**config.mk**
```make
export PLATFORM = sky130hd
export DESIGN_NAME = uart_tx_arbiter
export DESIGN_NICKNAME = d
export VERILOG_FILES = /design/src/rtl/uart_pkg.sv /design/src/rtl/rr_arbiter.sv /design/src/rtl/uart_tx_arbiter.sv
export SDC_FILE = /design/constraint.sdc
export NUM_CORES = 1
export LEC_CHECK = 0
export ABC_AREA = 1
export CORE_UTILIZATION = 45
export CTS_CLUSTER_SIZE = 8
export DETAILED_ROUTE_END_ITERATION = 7
export PLACE_DENSITY = 0.77
export SLEW_MARGIN = 20
export SYNTH_ARGS = -nofsm -noshare
export SYNTH_HDL_FRONTEND = slang
export SYNTH_SLANG_ARGS = --single-unit
```
**constraint.sdc**
```tcl
create_clock -name clk -period 2.9 [get_ports clk]
set_input_delay 0.58 -clock clk [delete_from_list [all_inputs] [get_ports clk]]
set_output_delay 0.58 -clock clk [all_outputs]
set_load 0.05 [all_outputs]
```
**src/rtl/uart_pkg.sv**
```systemverilog
// ============================================================================
// Module   : uart_pkg
// Purpose  : Shared types and constants for the UART transmit arbiter slice.
// Revision : 1.0 - initial release
// ============================================================================
`default_nettype none

package uart_pkg;

  // Arbiter controller states, 2-bit encoding.
  typedef enum logic [1:0] {
    IDLE = 2'd0,
    SEND = 2'd1,
    GAP  = 2'd2
  } state_t;

  // 1 launch tick + 16 start + 128 data + 16 stop at 16x oversampling.
  localparam int FRAME_TICKS_DEFAULT = 161;
  localparam int BAUD_OVERSAMPLE     = 16;
  localparam int DATA_BITS           = 8;

  // Larger of two integers, used for sizing the shared tick counter.
  function automatic int max_int(input int a, input int b);
    return (a > b) ? a : b;
  endfunction

endpackage

`default_nettype wire

```
**src/rtl/rr_arbiter.sv**
```systemverilog
// ============================================================================
// Module   : rr_arbiter
// Purpose  : Combinational round-robin picker. Grants the first requester at
//            or after i_ptr, wrapping modulo NUM_REQ.
//            With UART_TX_ARB_PRIORITY_EN defined, requester 0 wins whenever
//            it requests; the rest keep rotating among themselves.
// Revision : 1.0 - initial release
// ============================================================================
`default_nettype none

module rr_arbiter
  import uart_pkg::*;
#(
  parameter int NUM_REQ = 4,
  parameter int IDX_W   = $clog2(NUM_REQ)
) (
  input  logic [NUM_REQ-1:0] i_req,
  input  logic [IDX_W-1:0]   i_ptr,
  input  logic               i_enable,
  output logic [NUM_REQ-1:0] o_grant,
  output logic [IDX_W-1:0]   o_idx,
  output logic               o_any_req
);

  logic [NUM_REQ-1:0] w_req;
  logic               w_found;
  logic [IDX_W-1:0]   w_sel;
  int                 w_idx;

  // Scan from the pointer forward and pick the first live request.
  always_comb begin
    w_req   = i_enable ? i_req : '0;
    o_grant = '0;
    o_idx   = '0;
    w_found = 1'b0;
    w_sel   = '0;
    w_idx   = 0;
`ifdef UART_TX_ARB_PRIORITY_EN
    // Requester 0 pre-empts the rotation; the scan below then finds nothing
    // new because w_found is already set.
    if (w_req[0]) begin
      o_grant[0] = 1'b1;
      w_found    = 1'b1;
    end
`endif
    for (int k = 0; k < NUM_REQ; k++) begin
      w_idx = int'(i_ptr) + k;
      if (w_idx >= NUM_REQ) begin
        w_idx = w_idx - NUM_REQ;
      end
      w_sel = IDX_W'(w_idx);
      if (!w_found && w_req[w_sel]) begin
        o_grant[w_sel] = 1'b1;
        o_idx          = w_sel;
        w_found        = 1'b1;
      end
    end
    o_any_req = |w_req;
  end

endmodule

`default_nettype wire

```
**src/rtl/uart_tx_arbiter.sv**
```systemverilog
// ============================================================================
// Module   : uart_tx_arbiter
// Purpose  : Shares one UART transmitter between NUM_REQ byte requesters.
//            One byte per grant; tx_en is held for FRAME_TICKS baud ticks,
//            then an idle gap of GAP_TICKS ticks precedes the next grant.
// Options  : UART_TX_ARB_PRIORITY_EN - requester 0 gets strict priority and
//            does not advance the round-robin pointer.
// Revision : 1.0 - initial release
// ============================================================================
`default_nettype none

module uart_tx_arbiter
  import uart_pkg::*;
#(
  parameter int NUM_REQ     = 4,
  parameter int FRAME_TICKS = FRAME_TICKS_DEFAULT,
  parameter int GAP_TICKS   = 16,
  localparam int IDX_W      = $clog2(NUM_REQ)
) (
  input  logic                         clk,
  input  logic                         arst,
  input  logic                         enable,
  input  logic                         baud_tick,
  input  logic [NUM_REQ-1:0]           req_valid,
  input  logic [NUM_REQ*DATA_BITS-1:0] req_data,
  output logic [NUM_REQ-1:0]           req_ready,
  output logic                         tx_en,
  output logic [DATA_BITS-1:0]         tx_data,
  output logic [IDX_W-1:0]             grant_id,
  output logic                         busy
);

  localparam int CNT_W = $clog2(max_int(FRAME_TICKS, GAP_TICKS) + 1);
  localparam logic [CNT_W-1:0] c_frame_last = CNT_W'(FRAME_TICKS - 1);
  localparam logic [CNT_W-1:0] c_gap_last   = (GAP_TICKS > 0) ? CNT_W'(GAP_TICKS - 1) : '0;

  state_t                r_state;
  state_t                w_next_state;
  logic [CNT_W-1:0]      r_cnt;
  logic [IDX_W-1:0]      r_ptr;
  logic [DATA_BITS-1:0]  r_tx_data;
  logic [IDX_W-1:0]      r_grant_id;

  logic [NUM_REQ-1:0]    w_grant;
  logic [IDX_W-1:0]      w_gnt_idx;
  logic                  w_any;
  logic [IDX_W-1:0]      w_ptr_next;
  logic [DATA_BITS-1:0]  w_sel_data;

  rr_arbiter #(
    .NUM_REQ (NUM_REQ),
    .IDX_W   (IDX_W)
  ) u_rr_arbiter (
    .i_req     (req_valid),
    .i_ptr     (r_ptr),
    .i_enable  (enable),
    .o_grant   (w_grant),
    .o_idx     (w_gnt_idx),
    .o_any_req (w_any)
  );

  // Byte lanes are 8 bits wide, so the lane offset is the index shifted by 3.
  assign w_sel_data = req_data[{w_gnt_idx, 3'b000} +: DATA_BITS];
  assign w_ptr_next = (w_gnt_idx == IDX_W'(NUM_REQ - 1)) ? '0 : w_gnt_idx + 1'b1;

  // State register.
  always_ff @(posedge clk or posedge arst) begin
    if (arst) begin
      r_state <= IDLE;
    end else begin
      r_state <= w_next_state;
    end
  end

  // Next-state: grant leaves IDLE, the last tick of each phase moves on.
  always_comb begin
    w_next_state = r_state;
    case (r_state)
      IDLE: begin
        if (w_any) begin
          w_next_state = SEND;
        end
      end
      SEND: begin
        if (baud_tick && (r_cnt == c_frame_last)) begin
          w_next_state = (GAP_TICKS > 0) ? GAP : IDLE;
        end
      end
      GAP: begin
        if (baud_tick && (r_cnt == c_gap_last)) begin
          w_next_state = IDLE;
        end
      end
      default: w_next_state = IDLE;
    endcase
  end

  // Tick counter, pointer and latched grant; a tick on the grant edge is ignored.
  always_ff @(posedge clk or posedge arst) begin
    if (arst) begin
      r_cnt      <= '0;
      r_ptr      <= '0;
      r_tx_data  <= '0;
      r_grant_id <= '0;
    end else begin
      case (r_state)
        IDLE: begin
          if (w_any) begin
            r_cnt      <= '0;
            r_tx_data  <= w_sel_data;
            r_grant_id <= w_gnt_idx;
`ifdef UART_TX_ARB_PRIORITY_EN
            // A priority grant to requester 0 leaves the rotation untouched.
            if (!w_grant[0]) begin
              r_ptr <= w_ptr_next;
            end
`else
            r_ptr <= w_ptr_next;
`endif
          end
        end
        SEND: begin
          if (baud_tick) begin
            r_cnt <= (r_cnt == c_frame_last) ? '0 : r_cnt + 1'b1;
          end
        end
        GAP: begin
          if (baud_tick) begin
            r_cnt <= (r_cnt == c_gap_last) ? '0 : r_cnt + 1'b1;
          end
        end
        default: r_cnt <= '0;
      endcase
    end
  end

  // Outputs decode from the state register so reset drops them at once.
  always_comb begin
    tx_en     = (r_state == SEND);
    busy      = (r_state != IDLE);
    req_ready = ((r_state == IDLE) && !arst) ? w_grant : '0;
    tx_data   = r_tx_data;
    grant_id  = r_grant_id;
  end

endmodule

`default_nettype wire

```
==> out/results.tsv, run 1 <==
metric	value	unit
synth_ff_type	dfrtp_1	
cts_resized	0	
crit_path_end_kind	primary output	
slew_headroom	0.649	
hold_class	reg2reg	
vdd_drop_max	0.000665	V
synth-compound-area-share	0.0763	
max_cap_viol_count	0	
fin_nets	404	
crit_arrival	2.20	ns
antenna_cells	0	
synth-warning-count	0	
leakage	1.33	nW
drt_iter0_markers	77	
syn_nets	335	
synth_top_family_by_area	simple AND/OR/NAND/NOR gates	
antenna_found_initial	0	
synth_mux_area_frac	0	
final_util	0.674	
area_growth	42.4	%
maxSlewViolCount	0	
vias	2017	
gr-total-overflow	0	
cts-root-buf	clkbuf_8	
cts.sinks	22	
clkLatencyLatePin	0.27	ns
status	finished clean	
synthDistinctLibCells	31	
cts_setup_buffers	0	
coreArea	4060	µm²
gp_congestion	0.853	
dr.pass1.iters	4	
start_util	0.473	
hold_viol_final	0	
synth_xor_area_frac	0	
yosys.area_share.adder	0.0913	
finalCriticalPeriod	2.78	ns
critical_path_class	in2out	
drt-vias-per-instance	5.06	
finalSetupViolCount	0	
layout-drive-gt1-share	0.149	
period_share	0.960	
syn_area_per_cell	6.83	µm²
ys_ff_latch	22	
netlist_area	1920	µm²
wl_per_cell	12.0	µm
io_pins	56	
cts_tree	built	
fp.dieH	67.3	µm
h-tree-depth	1	
worst-slew-pin-transition	0.525	ns
crit_path_max_fanout	4	
hpwl	3880	µm
power_density	1190	nW/µm²
grt_pass1_wl	8140	µm
row_count	23	
fin_skew	0.0126	ns
async_reset_ff_frac	1.00	
route.detailed.drc	0	
ant_nets	0	
wl	4790	µm
yosysSeqAreaShare	0.287	
synth_cells	281	
fin_hold_ws	0.496	ns
io_buffers	55	
grt_pass1_vias	1932	
cts.clk_slew.worst_paths	0.07	ns
setup.worst_path.start_class	input port	
grt_max_degree	23	
crit_required	2.32	ns
clk_path_buf_depth	2	
hold_buffers	0	
design.die.area	4530	µm²
synth-edff-count	0	
clock.fmax	0.359	GHz
cts_made_buffers	3	
grt_usage	0.230	
die_width	67.3	µm
synth-simple-area-share	0.447	
-- synth_stat cells, types with 3 or more instances --
cell	number	area, µm²
a41oi_1	4	35.0
and3_1	3	18.8
buf_6	4	45.0
dfrtp_1	22	551
ha_1	14	175
inv_1	32	120
nand2_1	97	364
nand2_2	6	37.5
nand3_1	44	220
nand3_2	6	60.1
nand4_1	3	18.8
nor2_1	13	48.8
o21ai_0	9	45.0
or2_0	3	18.8
-- flip-flops by register name, indices dropped and copies added, names as in the netlist --
| signal | count |
|---|---|
| r_cnt | 8 |
| grant_id | 2 |
| r_ptr | 2 |
| tx_data | 8 |
| r_state | 2 |
-- layer usage --
layer,vias to the layer above,share of wire,global-route usage
met5,-,0,0
met4,0,0.022,0.0718
met3,10,0.044,0.0270
met2,58,0.48,0.400
met1,908,0.46,0.295
li1,1041,-,-
-- stage by stage --
stage          area [µm²]  instances  setup TNS (ns)  worst slack [ns]  power [W]
2_1_floorplan        1950        281               0             0.219    0.00230
6_report             2730        399               0             0.117    0.00326
5_1_grt              2730        399          -0.102           -0.0414    0.00359
3_5_place_dp         2660        395               0            0.0407    0.00296
3_3_place_gp         2660        395               0             0.111    0.00290
4_1_cts              2730        399               0            0.0251    0.00327
-- critical path: stages --
cell,delay (ns)
clkdlybuf4s50_1,0.51
nand3_1,0.16
nand3_1,0.14
nand2_1,0.09
inv_1,0.07
nand3_1,0.10
inv_2,0.10
nand2_1,0.08
a41oi_2,0.20
buf_12,0.17
-- cell families after synthesis --
group / count (synthesis)
and+or+nand+nor: 183
DFF: 22
AOI/OAI and AO/OA: 21
adders and majority gates: 14
buffers and inverters: 41
-- layout make-up --
class | instances | area (µm²)
well taps | 50 | 62.6
fillers | 350 | 1320
repair buffers | 69 | 698
inverters | 36 | 138
clock buffers | 3 | 41.3
clock inverters | 1 | 30.0
multi-input cells | 218 | 1210
flip-flops and latches | 22 | 551
-- where the power goes --
part | internal, W | switching [W] | total [W]
registers | 0.000418 | 0.0000605 | 0.000479
clock network | 0.000184 | 0.000102 | 0.000286
logic | 0.000888 | 0.00161 | 0.00250
total | 0.00149 | 0.00177 | 0.00326
-- worst paths after layout --
kind | cells past startpoint | to | from | slack (ns)
max | 10 | req_ready[1] | req_valid[3] | 0.12
min | 2 | tx_data[3] | tx_data[3] | 0.50
max reg2reg | 13 | r_ptr[1] | r_ptr[0] | 0.50
min reg2reg | 2 | tx_data[3] | tx_data[3] | 0.50
max in group asynchronous | 3 | tx_data[1] | arst | 1.98
min in group asynchronous | 3 | r_state[1] | arst | 0.68
-- cells in the final DEF, fill, tap and decap left out, drive strengths merged --
master | netlist | final
inv | 35 | 35
buf | 5 | 18
o21ai | 9 | 9
nor2 | 15 | 15
and3 | 3 | 3
a21oi | 1 | 1
nand2 | 105 | 105
bufinv | 0 | 1
o22ai | 2 | 2
dlymetal6s2s | 0 | 1
nor3 | 1 | 1
o41ai | 1 | 1
ha | 14 | 14
clkdlybuf4s50 | 0 | 50
clkinv | 1 | 1
a22oi | 1 | 1
a41oi | 4 | 4
clkbuf | 0 | 3
or2 | 5 | 5
a21o | 1 | 1
nand3 | 50 | 50
dfrtp | 22 | 22
nand4 | 4 | 4
a31oi | 1 | 1
o21a | 1 | 1
(Power assumes the default switching activity.)
==> inputs of run 2 (changes only) <==
--- a/config.mk
+++ b/config.mk
@@ -6,6 +6,7 @@
 export NUM_CORES = 1
 export LEC_CHECK = 0
 export ABC_AREA = 1
+export CORE_MARGIN = 1
 export CORE_UTILIZATION = 45
 export CTS_CLUSTER_SIZE = 8
 export DETAILED_ROUTE_END_ITERATION = 7
==> results of run 2 <==
Final layout, timing and power as in run 1 (identical DEF).
